**src/rtl/rec_deser_if.sv**
```systemverilog
// Link and parallel-port bundle for rec_deser.
// master = the receiver itself; slave = the source/consumer environment around it.
interface rec_deser_if;
  logic        EN;
  logic        SER_REQ;
  logic        SER_ACK;
  logic        SER_DATA;
  logic        OUT_VALID;
  logic [7:0]  OUT_DATA;
  logic        OUT_READY;
  logic        ERR;
  logic        CLR_ERR;
  logic [15:0] BYTE_CNT;

  modport master (
    input  EN, SER_ACK, SER_DATA, OUT_READY, CLR_ERR,
    output SER_REQ, OUT_VALID, OUT_DATA, ERR, BYTE_CNT
  );
  modport slave (
    output EN, SER_ACK, SER_DATA, OUT_READY, CLR_ERR,
    input  SER_REQ, OUT_VALID, OUT_DATA, ERR, BYTE_CNT
  );
endinterface

```
**src/rtl/rec_deser.sv**
```systemverilog
// Serial request/ack receiver: pulls 8-bit words LSB-first, queues them in a
// small circular FIFO and presents them on a valid/ready port with a sticky error flag.
module rec_deser #(
  parameter int DEPTH   = 2,
  parameter int TIMEOUT = 16
) (
  input  logic        CLK,
  input  logic        RSTB,
  rec_deser_if.master bus
);
  localparam int PW = (DEPTH > 1) ? $clog2(DEPTH) : 1;
  localparam int CW = $clog2(DEPTH + 1);
  localparam int TW = $clog2(TIMEOUT);

  typedef enum logic [1:0] {IDLE, REQ, WAIT_ACK, SHIFT} state_e;

  state_e                  state_q, state_d;
  logic                    req_q, req_d;
  logic [TW-1:0]           tcnt_q, tcnt_d;
  logic [7:0]              sr_q, sr_d;
  logic [2:0]              idx_q, idx_d;
  logic                    err_q, err_d;
  logic [15:0]             bcnt_q;
  logic [DEPTH-1:0][7:0]   mem_q;
  logic [PW-1:0]           wr_q, rd_q;
  logic [CW-1:0]           cnt_q;
  logic                    push, pop, err_ev;
  logic [7:0]              word;

  assign pop  = (cnt_q != '0) && bus.OUT_READY;
  assign word = {bus.SER_DATA, sr_q[6:0]};

  always_comb begin
    state_d = state_q;
    req_d   = 1'b0;
    tcnt_d  = tcnt_q;
    sr_d    = sr_q;
    idx_d   = idx_q;
    push    = 1'b0;
    err_ev  = 1'b0;
    case (state_q)
      IDLE: begin
        err_ev = bus.SER_ACK;
        if (bus.EN && (cnt_q < CW'(DEPTH))) begin
          state_d = REQ;
          req_d   = 1'b1;
        end
      end
      REQ: begin
        err_ev  = bus.SER_ACK;
        state_d = WAIT_ACK;
        tcnt_d  = '0;
      end
      WAIT_ACK: begin
        if (bus.SER_ACK) begin
          sr_d    = {7'd0, bus.SER_DATA};
          idx_d   = 3'd1;
          state_d = SHIFT;
        end else if (tcnt_q == TW'(TIMEOUT - 1)) begin
          err_ev  = 1'b1;
          state_d = IDLE;
        end else begin
          tcnt_d = tcnt_q + 1'b1;
        end
      end
      SHIFT: begin
        // A second ACK mid-word means the source lost framing; drop the word.
        if (bus.SER_ACK) begin
          err_ev  = 1'b1;
          sr_d    = '0;
          idx_d   = '0;
          state_d = IDLE;
        end else begin
          sr_d[idx_q] = bus.SER_DATA;
          idx_d       = idx_q + 3'd1;
          if (idx_q == 3'd7) begin
            push    = 1'b1;
            state_d = IDLE;
          end
        end
      end
      default: state_d = IDLE;
    endcase
    err_d = err_ev ? 1'b1 : (bus.CLR_ERR ? 1'b0 : err_q);
  end

  always_ff @(posedge CLK or negedge RSTB) begin
    if (!RSTB) begin
      state_q <= IDLE;
      req_q   <= 1'b0;
      tcnt_q  <= '0;
      sr_q    <= '0;
      idx_q   <= '0;
      err_q   <= 1'b0;
    end else begin
      state_q <= state_d;
      req_q   <= req_d;
      tcnt_q  <= tcnt_d;
      sr_q    <= sr_d;
      idx_q   <= idx_d;
      err_q   <= err_d;
    end
  end

  // Overflow cannot happen: requests are only issued with a free slot.
  always_ff @(posedge CLK or negedge RSTB) begin
    if (!RSTB) begin
      mem_q  <= '0;
      wr_q   <= '0;
      rd_q   <= '0;
      cnt_q  <= '0;
      bcnt_q <= '0;
    end else begin
      if (push) begin
        mem_q[wr_q] <= word;
        wr_q        <= (wr_q == PW'(DEPTH - 1)) ? '0 : wr_q + 1'b1;
        bcnt_q      <= bcnt_q + 16'd1;
      end
      if (pop)
        rd_q <= (rd_q == PW'(DEPTH - 1)) ? '0 : rd_q + 1'b1;
      cnt_q <= cnt_q + CW'(push) - CW'(pop);
    end
  end

  assign bus.SER_REQ   = req_q;
  assign bus.OUT_VALID = (cnt_q != '0);
  assign bus.OUT_DATA  = (cnt_q != '0) ? mem_q[rd_q] : 8'd0;
  assign bus.ERR       = err_q;
  assign bus.BYTE_CNT  = bcnt_q;
endmodule

```
**src/flat_wrapper.sv**
```systemverilog
// flat-port wrapper written by rule: the top's interface ports become plain ports
module rec_deser_flat 
#(
  parameter int DEPTH   = 2,
  parameter int TIMEOUT = 16
)
  (CLK, RSTB, bus_EN, bus_SER_ACK, bus_SER_DATA, bus_OUT_READY, bus_CLR_ERR, bus_SER_REQ, bus_OUT_VALID, bus_OUT_DATA, bus_ERR, bus_BYTE_CNT);
  rec_deser_if bus_i ();
  input  logic CLK;
  input  logic RSTB;
  input wire logic [$bits(bus_i.EN)-1:0] bus_EN;
  input wire logic [$bits(bus_i.SER_ACK)-1:0] bus_SER_ACK;
  input wire logic [$bits(bus_i.SER_DATA)-1:0] bus_SER_DATA;
  input wire logic [$bits(bus_i.OUT_READY)-1:0] bus_OUT_READY;
  input wire logic [$bits(bus_i.CLR_ERR)-1:0] bus_CLR_ERR;
  output wire logic [$bits(bus_i.SER_REQ)-1:0] bus_SER_REQ;
  output wire logic [$bits(bus_i.OUT_VALID)-1:0] bus_OUT_VALID;
  output wire logic [$bits(bus_i.OUT_DATA)-1:0] bus_OUT_DATA;
  output wire logic [$bits(bus_i.ERR)-1:0] bus_ERR;
  output wire logic [$bits(bus_i.BYTE_CNT)-1:0] bus_BYTE_CNT;
  assign bus_i.EN = bus_EN;
  assign bus_i.SER_ACK = bus_SER_ACK;
  assign bus_i.SER_DATA = bus_SER_DATA;
  assign bus_i.OUT_READY = bus_OUT_READY;
  assign bus_i.CLR_ERR = bus_CLR_ERR;
  assign bus_SER_REQ = bus_i.SER_REQ;
  assign bus_OUT_VALID = bus_i.OUT_VALID;
  assign bus_OUT_DATA = bus_i.OUT_DATA;
  assign bus_ERR = bus_i.ERR;
  assign bus_BYTE_CNT = bus_i.BYTE_CNT;
  rec_deser #(.DEPTH(DEPTH), .TIMEOUT(TIMEOUT)) u_core (.CLK(CLK), .RSTB(RSTB), .bus(bus_i));
endmodule
```
**config.mk**
```make
export PLATFORM = sky130hd
export DESIGN_NAME = rec_deser_flat
export DESIGN_NICKNAME = d
export VERILOG_FILES = /design/src/rtl/rec_deser_if.sv /design/src/rtl/rec_deser.sv /design/src/flat_wrapper.sv
export SDC_FILE = /design/constraint.sdc
export NUM_CORES = 1
export LEC_CHECK = 0
export CORE_UTILIZATION = 55
export DETAILED_ROUTE_END_ITERATION = 10
export PLACE_DENSITY = 0.77
export SLEW_MARGIN = 40
export SYNTH_ARGS = -nofsm -noshare
export SYNTH_HDL_FRONTEND = slang
export SYNTH_SLANG_ARGS = --single-unit
```
**constraint.sdc**
```tcl
create_clock -name CLK -period 2 [get_ports CLK]
set_input_delay 0.6 -clock CLK [delete_from_list [all_inputs] [get_ports CLK]]
set_output_delay 0.6 -clock CLK [all_outputs]
set_load 0.01 [all_outputs]
```
==> flow_summary_export.csv, run 1 <==
group,metric,value,unit
die,fp.dieH,70.8,um
outcome,status,"complete, but fails checks",
cells_and_area,area_growth_syn_to_layout,22.6,%
cells_and_area,final_common_cell,"dfrtp_1",
setup_path,max_stage_delay,580,ps
cts,cts_buffers,5,
yosys,postSynthCellCount,231,
timing,period_minus_slack,1940,ps
timing,relSlewSlack,64.5,%
route,detail_route.first_pass.iterations,7,
die,io_pins,34,
timing,clock_skew,10.8,ps
outcome,violations,"DRC",
power_and_ir_drop,power,3.06,mW
setup_path,endpoint_kind,"output port",
cts,cts_root_buf,"clkbuf_8",
cts,clock_latency,310,ps
placement,hpwl,3410,um
timing,clock.fmax,514,MHz
setup_path,path_delay_family,"buffers and inverters",
timing,hold_viol_final,0,
route,wl_per_cell,14.6,um
global_route,use_met2,34.2,%
placement,portBuffers,33,
timing,finalCritPeriodShare,97.2,%
setup_path,r2r-start,"u_core.idx_q[1]$_DFFE_PN0P_",
die,core,4440,sq um
setup_path,cp_slowest_cell,"clkdlybuf4s50_1",
timing,tightest_slew,525,ps
setup_path,cp_cell_sequence,"clkdlybuf4s50_1",
placement,post-place-cells,320,
global_route,first_global_vias,1778,
power_and_ir_drop,p_leak,1.55,nW
global_route,grt_max_degree,55,
cts,clk_pin_slew_worst_paths,100,ps
yosys,yosys.area.top_type,"dfrtp_1",
setup_path,path_buf_inv,1,
route,dr.first_iter.drc_count,110,
yosys,ys_warn_count,0,
die,rows,24,
die,initial_core_util,58.5,%
setup_path,worstSetupPathType,"reg -> out",
yosys,ys_top_cells_by_area,"dfrtp_1 (52%), mux2_2 (6.5%), xnor2_1 (4.4%)",
global_route,grt_pass1_wl,8200,um
global_route,grt_util_met1,28.0,%
cts,cts.sinks,54,
yosys,netlist.area_leader.share,51.9,%
timing,slew_viol_final,0,
global_route,grt_use_total,21.3,%
job,cap_violations,0,
cells_and_area,nNetsFinal,294,
global_route,grt.overflow.total,0,
cells_and_area,diodes,0,
route,drc,8,
global_route,top_usage_layer,"met2",
route,vias,1881,
cts,hold_buffers,0,
cells_and_area,final_cell_mix,"dfrtp_1 (51), clkdlybuf4s50_1 (23), nor2_1 (21)",
route,viasPerCell,5.63,
cells_and_area,final_core_util,71.7,%
yosys,synth_nets,243,
yosys,synth_area,2600,sq um
global_route,grt_antenna_before_repair,0,
yosys,async_reset_ff_share,100,%
route,wl,4880,um
timing,rsz0062_at_grt,"no",
yosys,syn-mean-instance-area,11.3,sq um
cells_and_area,final_cell_count_no_fill,334,
placement,place_congestion,0.840,
global_route,grt_use_met3,4.99,%
route,drtAntennaViolNets,0,
cts,clock_path_buffers,2,
power_and_ir_drop,ir_drop,0.693,mV
cells_and_area,num-fill-cells,344,
yosys,synth_edf_count,0,
power_and_ir_drop,cellPowerDensity,959,nW/um^2
worst_hold_path,min_path_type,"in -> async",
yosys,yosys_register_bits,54,
yosys,synth_seq_area_share,51.9,%
setup_path,cp.required,1400,ps
yosys,synth_flop_cell,"dfrtp_1",
setup_path,worstSetupStartpointType,"flop",
die,die_w,70.8,um
setup_path,cp_max_fo,6,
cts,cts_tree,"done",
timing,finalSetupViolCount,0,
yosys,ys_types,42,
setup_path,cp.arrival,1340,ps
cells_and_area,layout-drive-gt1-share,22.7,%
cts,htreeDepth,2,
die,die-area,5010,sq um
setup_path,crit_start,"u_core.bus.BYTE_CNT[4]$_DFFE_PN0P_",
-- metrics by stage --
step	setup WS, ps	setup TNS (ps)	area (sq um)	hold WS [ps]
after global routing	9.48	0	3190	285
after floorplan	251	0	2600	304
after global placement	-99.1	-1610	3060	462
after detailed placement	-142	-2280	3060	466
final	55.2	0	3190	255
after CTS	2.40	0	3190	275
-- routing by layer --
metal,wire [um],vias up
li1,-,912
met1,2290,924
met2,2350,39
met3,170,6
met4,68,0
met5,0,-
-- what timing repair did --
item	in CTS	in global routing
gates cloned	0	0
endpoints found under the setup margin	9	10
pin swaps	0	1
resized for setup	15	18
setup buffers	5	2
-- final timing paths --
check | to | slack, ps | cells past startpoint
max in group asynchronous | u_core.rd_q$_DFFE_PN0P_ | 1470 | 2
min in group CLK | u_core.bus.BYTE_CNT[15]$_DFFE_PN0P_ | 470 | 1
min reg2reg | u_core.bus.BYTE_CNT[15]$_DFFE_PN0P_ | 470 | 1
max | bus_BYTE_CNT[4] | 60 | 1
max reg2reg | u_core.bus.BYTE_CNT[10]$_DFFE_PN0P_ | 170 | 7
min | u_core.tcnt_q[1]$_DFFE_PN0P_ | 260 | 2
-- final cells by class --
type,count,area [sq um],area share [%]
clock inverters,2,13.8,0.432
clock buffers,5,68.8,2.16
multi-input cells,160,1180,37.0
flip-flops and latches,54,1360,42.5
well taps,52,65.1,2.04
inverters,8,30.0,0.942
repair buffers,53,477,15.0
-- flip-flops by register name, indices dropped and copies added (netlist names) --
| name | count |
|---|---|
| u_core.cnt_q | 2 |
| u_core.bus.ERR | 1 |
| u_core.rd_q | 1 |
| u_core.bus.SER_REQ | 1 |
| u_core.state_q | 2 |
| u_core.idx_q | 3 |
| u_core.wr_q | 1 |
| u_core.bus.BYTE_CNT | 16 |
| u_core.tcnt_q | 4 |
| u_core.mem_q | 16 |
| u_core.sr_q | 7 |
-- power by group --
part           internal [mW]  switching, mW
registers               1.26          0.217
clock network          0.242          0.345
logic                  0.503          0.495
total                   2.00           1.06
-- cells by family (layout without fill, tap and decap cells) --
family / Yosys count / after routing / synth area share, %
AND/OR/NAND/NOR: 88 / 88 / 19.3
flip-flops: 54 / 54 / 51.9
multiplexers: 24 / 24 / 9.96
AO/OA/AOI/OAI: 23 / 23 / 6.40
XOR/XNOR: 20 / 20 / 6.73
buffers and inverters: 17 / 68 / 3.22
adder cells (fa/ha/maj): 5 / 5 / 2.41
-- Yosys cell counts (all sizes together) (2+ instances only) --
master  number
and2         2
nor2        22
nand4        8
o21ai        7
nand3       12
dfrtp       54
mux2        15
o22ai        2
xor2         7
and3         2
clkbuf       2
mux2i        9
nand2       20
ha           5
buf          7
xnor2       13
nor4b        2
nor3        10
a21oi        2
a22oi        2
a32o         6
nand2b       4
inv          8
(Power assumes the default switching activity.)
==> run 2, diff against run 1 <==
- PLACE_DENSITY: 0.77 -> unset
- PLACE_DENSITY_LB_ADDON: unset -> 0.12
- clock period: 2 -> 2.3 ns (I/O delays scaled with it)
==> run 2 against run 1 <==
  * The flow still finishes with violations (DRC)
  * Sequential share of layout area grew 0.89 points
  * Non-clock buffer count shrank 13
  * Cell area shrank 2.2%
==> flow_summary_export.csv, run 2 (same netlist as run 1, synthesis figures left out) <==
group,metric,value,unit
outcome,status,"complete, but fails checks",
outcome,violations,"DRC",
die,fp.dieH,70.8,um
timing,relSlewSlack,65.8,%
setup_path,path_depth,4,
timing,worst_slack,85.8,ps
die,core,4440,sq um
die,die-area,5010,sq um
timing,clock.fmax,452,MHz
cells_and_area,layout-drive-gt1-share,14.8,%
setup_path,cp.required,1610,ps
placement,hpwl,3360,um
placement,portBuffers,33,
timing,rsz0062_at_grt,"no",
setup_path,path_buf_inv,3,
setup_path,max_stage_delay,470,ps
route,vias,1797,
timing,finalSetupViolCount,0,
power_and_ir_drop,switching_share,33.4,%
global_route,grt.overflow.total,0,
setup_path,cp_max_fo,10,
setup_path,reg2reg_depth,7,
timing,hold_slack,312,ps
die,die_w,70.8,um
route,drtAntennaViolNets,0,
cts,cts.sinks,54,
setup_path,cp_cell_sequence,"nor2_1, buf_4, inv_1, clkdlybuf4s50_1",
setup_path,r2r_end,"u_core.bus.BYTE_CNT[9]$_DFFE_PN0P_",
power_and_ir_drop,internal-power,1.74,mW
power_and_ir_drop,power_frac_comb,25.5,%
setup_path,path_delay_family,"buffers and inverters",
timing,slew_viol_final,0,
route,wl,4660,um
setup_path,cp.arrival,1520,ps
route,wl_per_cell,14.5,um
cts,clock_latency,310,ps
timing,clock_skew,12.7,ps
cts,htreeDepth,2,
timing,tightest_slew,512,ps
job,cap_violations,0,
cells_and_area,final_core_util,70.1,%
cts,clk_pin_slew_worst_paths,100,ps
timing,period_minus_slack,2210,ps
setup_path,r2r-start,"u_core.idx_q[1]$_DFFE_PN0P_",
power_and_ir_drop,p_clk_share,24.1,%
cells_and_area,num-fill-cells,343,
power_and_ir_drop,ir_drop,0.684,mV
timing,setup_tns,0,ps
timing,finalCritPeriodShare,96.3,%
cts,hold_buffers,0,
global_route,first_global_vias,1701,
setup_path,worstSetupPathType,"reg -> out",
die,initial_core_util,58.5,%
route,drc,6,
global_route,grt_max_degree,36,
global_route,grt_use_total,20.7,%
power_and_ir_drop,power.sequential.fraction,50.3,%
cts,cts_root_buf,"clkbuf_8",
setup_path,worstSetupStartpointType,"flop",
cells_and_area,nNetsFinal,281,
cells_and_area,final_cell_mix,"dfrtp_1 (53), clkdlybuf4s50_1 (24), nor2_1 (21)",
cts,clock_path_buffers,2,
route,viasPerCell,5.58,
die,rows,24,
placement,dp_slack,93.6,ps
global_route,grt_pass1_wl,8080,um
die,io_pins,34,
setup_path,r2r_slack,470,ps
setup_path,cp_slowest_cell,"clkdlybuf4s50_1",
cts,cts_buffers,5,
timing,hold_viol_final,0,
cts,cts_tree,"done",
power_and_ir_drop,cellPowerDensity,836,nW/um^2
route,dr.first_iter.drc_count,114,
global_route,grt_antenna_before_repair,0,
power_and_ir_drop,p_leak,1.52,nW
power_and_ir_drop,p_sw,870,uW
worst_hold_path,min_path_type,"in -> async",
setup_path,endpoint_kind,"output port",
placement,place_congestion,0.800,
cells_and_area,area_growth_syn_to_layout,19.8,%
cells_and_area,diodes,0,
cells_and_area,final_common_cell,"dfrtp_1",
route,detail_route.first_pass.iterations,7,
[run 2: final cells by class]
type / instances / area (sq um) / share of cell area (%)
Inverter: 8 / 30.0 / 0.963
Clock buffer: 6 / 72.6 / 2.33
Sequential cell: 54 / 1350 / 43.4
Tap cell: 52 / 65.1 / 2.09
Timing Repair Buffer: 40 / 393 / 12.6
Clock inverter: 2 / 37.5 / 1.20
Multi-Input combinational cell: 160 / 1170 / 37.4
[run 2: how the worst max path moves through the flow]
stage / from / to / slack, ps
finish: u_core.cnt_q[1]$_DFF_PN0_ / bus_OUT_VALID / 90
global route: u_core.cnt_q[1]$_DFF_PN0_ / bus_OUT_VALID / 5
CTS: u_core.cnt_q[1]$_DFF_PN0_ / bus_OUT_VALID / 70
detailed placement: bus_SER_ACK / u_core.bus.BYTE_CNT[9]$_DFFE_PN0P_ / 90
global placement: bus_SER_ACK / u_core.bus.BYTE_CNT[14]$_DFFE_PN0P_ / 150
floorplan: bus_SER_ACK / u_core.mem_q[7]$_DFFE_PN0P_ / 510
[run 2: power groups by stage]
stage	Clock, mW	Sequential [mW]	Combinational (mW)
5_1_grt	0.690	1.34	0.751
3_5_place_dp	0	1.33	0.671
3_3_place_gp	0	1.33	0.660
2_1_floorplan	0	1.21	0.561
6_report	0.628	1.31	0.666
4_1_cts	0.645	1.31	0.672
[run 2: routing by layer]
| metal | up-vias | track usage, % | wire [um] |
|---|---|---|---|
| met2 | 33 | 31.2 | 2110 |
| li1 | 885 | - | - |
| met4 | 0 | 4.22 | 61 |
| met5 | - | 0 | 0 |
| met3 | 6 | 5.27 | 144 |
| met1 | 873 | 30.7 | 2340 |
[run 2: what timing repair did]
action,CTS,global route
hold endpoints to repair,0,0
endpoints found under the setup margin,8,0
resized for setup,9,0
setup buffers,0,0
[run 2: through the flow]
step           area (sq um)  instances  total power, mW
2_1_floorplan          2600        231             1.77
3_3_place_gp           3020        314             1.99
3_5_place_dp           3020        314             2.00
4_1_cts                3120        322             2.63
5_1_grt                3120        322             2.78
6_report               3120        322             2.61
